$ cat config.mk
export PLATFORM = sky130hd
export DESIGN_NAME = msx_mouse_port
export DESIGN_NICKNAME = d
export VERILOG_FILES = /design/src/rtl/msx_mouse_pkg.sv /design/src/rtl/msx_mouse_satacc.sv /design/src/rtl/msx_mouse_port.sv
export SDC_FILE = /design/constraint.sdc
export NUM_CORES = 1
export LEC_CHECK = 0
export BUFFER_PORTS_ARGS = -buffer_cell sky130_fd_sc_hd__buf_2
export CAP_MARGIN = 30
export CORE_UTILIZATION = 45
export CTS_CLUSTER_DIAMETER = 120
export DETAILED_ROUTE_END_ITERATION = 10
export PLACE_DENSITY = 0.63
export SYNTH_ARGS = -nofsm -noshare
export SYNTH_HDL_FRONTEND = slang
export SYNTH_SLANG_ARGS = --single-unit
$ cat constraint.sdc
create_clock -name clk_sys -period 8.85 [get_ports clk_sys]
set_input_delay 0.4425 -clock clk_sys [delete_from_list [all_inputs] [get_ports clk_sys]]
set_output_delay 0.4425 -clock clk_sys [all_outputs]
set_load 0.01 [all_outputs]
$ cat src/rtl/msx_mouse_pkg.sv
// Shared types and limits for the MSX mouse port.
// Nibble sequencer states, default timeout and saturation bounds.
package msx_mouse_pkg;

  typedef enum logic [1:0] {
    NIB_XH,
    NIB_XL,
    NIB_YH,
    NIB_YL
  } nib_e;

  localparam int TIMEOUT_DEFAULT = 100000;

  localparam logic signed [9:0] SAT_MAX = 10'sd127;
  localparam logic signed [9:0] SAT_MIN = -10'sd128;

endpackage

$ cat src/rtl/msx_mouse_satacc.sv
// 8-bit signed saturating accumulator with clear and add.
// Clear and add together load the delta into a zeroed accumulator.
module msx_mouse_satacc
  import msx_mouse_pkg::*;
(
  input  logic              clk,
  input  logic              reset,
  input  logic              clr,
  input  logic              add,
  input  logic signed [9:0] delta,
  output logic signed [7:0] acc
);

  logic signed [9:0] base;
  logic signed [9:0] sum;
  logic signed [7:0] sat;

  always_comb begin
    base = clr ? 10'sd0 : {{2{acc[7]}}, acc};
    sum  = base + delta;
    sat  = sum[7:0];
    if (sum > SAT_MAX)
      sat = SAT_MAX[7:0];
    else if (sum < SAT_MIN)
      sat = SAT_MIN[7:0];
  end

  always_ff @(posedge clk) begin
    if (reset)
      acc <= '0;
    else if (add)
      acc <= sat;
    else if (clr)
      acc <= '0;
  end

endmodule

$ cat src/rtl/msx_mouse_port.sv
// MSX port-A mouse emulation: accumulates user_io motion and
// serves it as four nibbles clocked out by the stra toggles.
module msx_mouse_port
  import msx_mouse_pkg::*;
#(
  parameter int TIMEOUT = TIMEOUT_DEFAULT
) (
  input  logic       clk_sys,
  input  logic       reset,
  input  logic [8:0] mouse_x,
  input  logic [8:0] mouse_y,
  input  logic [7:0] mouse_flags,
  input  logic       mouse_strobe,
  input  logic       joy_active,
  input  logic       stra,
  output logic       mouse_en,
  output logic [5:0] mouse_pins
);

  localparam int CW = $clog2(TIMEOUT + 1);

  nib_e          state;
  nib_e          state_nx;
  logic          stra_d;
  logic          toggle;
  logic          adv;
  logic          timeout_hit;
  logic          snap;
  logic          en_nx;
  logic          clr;
  logic [CW-1:0] cnt;
  logic [3:0]    nib_nx;
  logic [7:0]    acc_x;
  logic [7:0]    acc_y;
  logic [7:0]    tx_x;
  logic [7:0]    tx_y;
  logic [9:0]    dx;
  logic [9:0]    dy;
  logic          flags_unused;

  assign flags_unused = ^mouse_flags[7:2];

  assign toggle      = stra ^ stra_d;
  assign adv         = toggle & mouse_en;
  assign timeout_hit = mouse_en & ~toggle & (cnt == CW'(1));
  assign en_nx       = mouse_strobe | (mouse_en & ~joy_active);
  assign clr         = ~mouse_en | snap;
  assign dx          = -{mouse_x[8], mouse_x};
  assign dy          = {mouse_y[8], mouse_y};

  // Strobe edge detect runs through reset so no stale toggle appears.
  always_ff @(posedge clk_sys)
    stra_d <= stra;

  always_ff @(posedge clk_sys) begin
    if (reset)
      state <= NIB_XH;
    else
      state <= state_nx;
  end

  always_comb begin
    state_nx = state;
    if (!mouse_en)
      state_nx = NIB_XH;
    else if (adv) begin
      unique case (state)
        NIB_XH: state_nx = NIB_XL;
        NIB_XL: state_nx = NIB_YH;
        NIB_YH: state_nx = NIB_YL;
        NIB_YL: state_nx = NIB_XH;
      endcase
    end else if (timeout_hit)
      state_nx = NIB_XH;
  end

  // The XH nibble comes straight from the accumulator being snapshotted.
  always_comb begin
    snap   = adv & (state == NIB_XH);
    nib_nx = mouse_pins[3:0];
    if (!en_nx)
      nib_nx = 4'hF;
    else if (adv) begin
      unique case (state)
        NIB_XH: nib_nx = acc_x[7:4];
        NIB_XL: nib_nx = tx_x[3:0];
        NIB_YH: nib_nx = tx_y[7:4];
        NIB_YL: nib_nx = tx_y[3:0];
      endcase
    end
  end

  always_ff @(posedge clk_sys) begin
    if (reset) begin
      mouse_en   <= 1'b0;
      mouse_pins <= 6'h3F;
      tx_x       <= '0;
      tx_y       <= '0;
      cnt        <= '0;
    end else begin
      mouse_en        <= en_nx;
      mouse_pins[5:4] <= ~mouse_flags[1:0];
      mouse_pins[3:0] <= nib_nx;
      if (snap) begin
        tx_x <= acc_x;
        tx_y <= acc_y;
      end
      if (!mouse_en)
        cnt <= '0;
      else if (toggle)
        cnt <= CW'(TIMEOUT);
      else if (cnt != '0)
        cnt <= cnt - CW'(1);
    end
  end

  msx_mouse_satacc u_acc_x (
    .clk   (clk_sys),
    .reset (reset),
    .clr   (clr),
    .add   (mouse_strobe),
    .delta (dx),
    .acc   (acc_x)
  );

  msx_mouse_satacc u_acc_y (
    .clk   (clk_sys),
    .reset (reset),
    .clr   (clr),
    .add   (mouse_strobe),
    .delta (dy),
    .acc   (acc_y)
  );

endmodule

==> results by group <==
Die
  – IO Count: 38
  – Placeable Area: 7290 um2
  – Die H: 89.0 um
  – Row count: 31
  – Die area: 7920 um2
  – Die width: about 90 um
  – Initial Util: 46.7%

Placed design
  – DP Worst Slack: 4.49 ns
  – Dpl cells: between 500 and 600
  – Placed cell area: ~3600 um2
  – Final Wtd Congestion: 0.742
  – Detailed placement HPWL: about 5300 um
  – PortBufs: 31

Setup path
  – Worst Path Arrival: 4.56 ns
  – CP dominant cell by count: a211oi_1
  – CP max-delay cell: nand3_1
  – Req. time, crit path: approximately 9.1 ns
  – Critical Path, Cell by Cell: nand3_1, and3_1, ha_1, fa_1, a211oi_1, or3_1, nand4_1, o22ai_2, o211ai_1, a211oi_1
  – R2R cell count: 10
  – Crit path largest cell delay: 0.79 ns
  – Critical Path Fanout Max: 26
  – Crit Path Category: reg -> reg
  – Crit path launch type: register
  – Critical path capture point type: register

Timing
  – Post-Route Setup TNS: 0 ns
  – Fmax: roughly 230 MHz
  – RSZ-0062 raised after global routing: false
  – Slew of the pin with the lowest slew margin: 0.920 ns
  – Setup Viol. Count Final: 0
  – Clock skew: 0.0112 ns
  – Tmin final: 4.34 ns
  – Slew headroom: 38.1%
  – Worst setup margin: about 4.5 ns
  – Final worst-path cycle share: 49.1%
  – Count of final hold-check violations: 0
  – Slew Viols, Final: 0

Power
  – Leakage Power: 1.61 nW
  – Max VDD drop: 0.0000657 V
  – Pwr Density: 162 nW/um2

Global routing
  – First-pass GRT wire length: 12,500 um
  – Initial antenna violation count: 0
  – Gr usage total: ~19%
  – Largest net degree at the start of global routing: 33
  – Number of global-route vias before repair: around 2,800
  – GRT overflow: 0

Final layout
  – Final Non-Filler Cells: around 540
  – Layout area overhead: 9.15%
  – Share of layout cells above drive strength 1: 12.6%
  – Nets: 495
  – N_diodes: 0
  – Register area: 1100 um2
  – Post-layout instance area: ~3700 um2
  – Multi-input logic area: 2160 um2
  – Filler instances: 753

Clock tree
  – Postcts setup bufs: 0
  – H-tree level count: 2
  – Hold_buf cts: 0
  – CTS Sinks: 55
  – TritonCTS buffer count: 5
  – Worst-case clock buffer depth: 2
  – Post-cts repair resize count: 0
  – Root Driver: clkbuf_8
  – Clock-pin slew on the worst setup and hold paths: 0.09 ns
  – CTS tree: built
  – Clock insertion delay at the later pin of the skew report: 0.31 ns

Synth
  – Post-synth EDFFs: 0
  – Distinct cells, synth: 55
  – YS warnings: 0
  – Top_reg_cell synth: dfxtp_1
  – Post-synthesis cell area: 3410 um2
  – Ys async rst share: 0%
  – Post-Syn Nets: 476
  – Cell count after synthesis: 417
  – Sequential area share after synthesis: 32.3%
  – Mean post-synth cell area: 8.17 um2
  – Flop and latch count out of synthesis: 55

Min path
  – Min-Delay Path Depth: 1
  – Min-Delay Path Class: in -> reg

Routing
  – M1 WL: between 3000 and 4000 um
  – DR top layer: met4
  – Wire per inst: 13.2 um
  – Drt first pass iters: 4
  – DRT iter0 DRCs: 71
  – Post-Route WL: 7100 um
  – DRC: 0
  – Met2 wire len: 3430 um
  – Via-to-Cell Ratio: 5.50
  – Antenna Nets Post-Route: 0
  – DR WL met3: 143 um
  – Via count: 2,949

Flow run
  – Maximum capacitance violations: 0

Outcome
  – Status: finished clean
## synthesized netlist by cell type, types with 4 or more instances
cell type / instances / area, um2
clkbuf_1: 17 / 63.8
nand3_1: 5 / 25.0
nand2b_1: 8 / 50.1
a21o_1: 4 / 30.0
dfxtp_1: 55 / 1100
xnor2_1: 15 / 131
a222oi_1: 4 / 40.0
ha_1: 26 / 325
a211oi_1: 21 / 158
inv_1: 17 / 63.8
o211ai_1: 11 / 82.6
nand2_1: 57 / 214
o21ai_0: 19 / 95.1
and3_1: 14 / 87.6
nor3_1: 8 / 40.0
nor2_1: 36 / 135
nor4_1: 4 / 25.0
a21oi_1: 40 / 200
## cell families (layout without fill, tap and decap cells)
group / Yosys count / after routing / synth area share [%]
AOI/OAI and AO/OA: 120 / 120 / 23.6
xor gates and xnor gates: 18 / 18 / 4.63
and+or+nand+nor: 157 / 157 / 23.5
muxes: 3 / 3 / 0.918
adders and majority gates: 28 / 28 / 10.7
buffers and inverters: 36 / 56 / 4.22
DFF: 55 / 55 / 32.3
## report_power, final
group          total, mW  internal, mW  switching, mW
clock              0.167        0.0844         0.0825
sequential         0.271         0.260         0.0110
combinational      0.163        0.0716         0.0916
total              0.601         0.416          0.185
## metal layers
metal	GRT usage (%)	vias up
met5	0	-
met4	3.46	0
met3	3.14	6
met2	34.6	24
met1	24.9	1378
li1	-	1541
## state kept, by name, summed over array words and instances, names as in the netlist
register and cells:
cnt 17, mouse_en 1, mouse_pins 6, state 2, stra_d 1, tx_x 4
tx_y 8, u_acc_x.acc 8, u_acc_y.acc 8
## cells in the final DEF, fill, tap and decap left out, types with 14 or more instances in the layout
master	Yosys	layout
xnor2_1	15	15
and3_1	14	14
o21ai_0	19	19
a211oi_1	21	21
dfxtp_1	55	55
inv_1	17	17
buf_2	1	31
nand2_1	57	57
a21oi_1	40	40
ha_1	26	26
nor2_1	36	36
## worst max-delay path: cells and delay by family, from the launching register on
kind	cells	cell delay [ns]
flops	1	0.77
fa+ha+maj	2	0.67
compound gates	4	1.19
simple gates	4	1.62
## final cells by class
class	instances	share of cell area, %
Clock inverter	3	1.18
Clock buffer	5	1.85
Sequential cell	55	29.6
Timing Repair Buffer	31	4.17
Multi-Input combinational cell	326	58.1
Tap cell	99	3.33
Inverter	17	1.72
## path summary, 6_finish.rpt
| kind | start | end | slack (ns) |
|---|---|---|---|
| max | mouse_en$_SDFF_PP0_ | u_acc_y.acc[4]$_SDFFE_PP0P_ | 4.51 |
| min | stra | stra_d$_DFF_P_ | 0.29 |
| max reg2reg | mouse_en$_SDFF_PP0_ | u_acc_y.acc[4]$_SDFFE_PP0P_ | 4.51 |
| min reg2reg | tx_x[3]$_SDFFE_PP0P_ | tx_x[3]$_SDFFE_PP0P_ | 0.46 |
## metrics by stage
stage | util, % | hold WS, ns | power (mW)
floorplan | - | 0.427 | 0.409
detailed placement | 49.4 | 0.442 | 0.440
finish | 51.0 | 0.289 | 0.601
CTS | 51.0 | 0.281 | 0.607
global placement | 49.4 | 0.441 | 0.437
global route | 51.0 | 0.279 | 0.639
(Power assumes the default switching activity.)
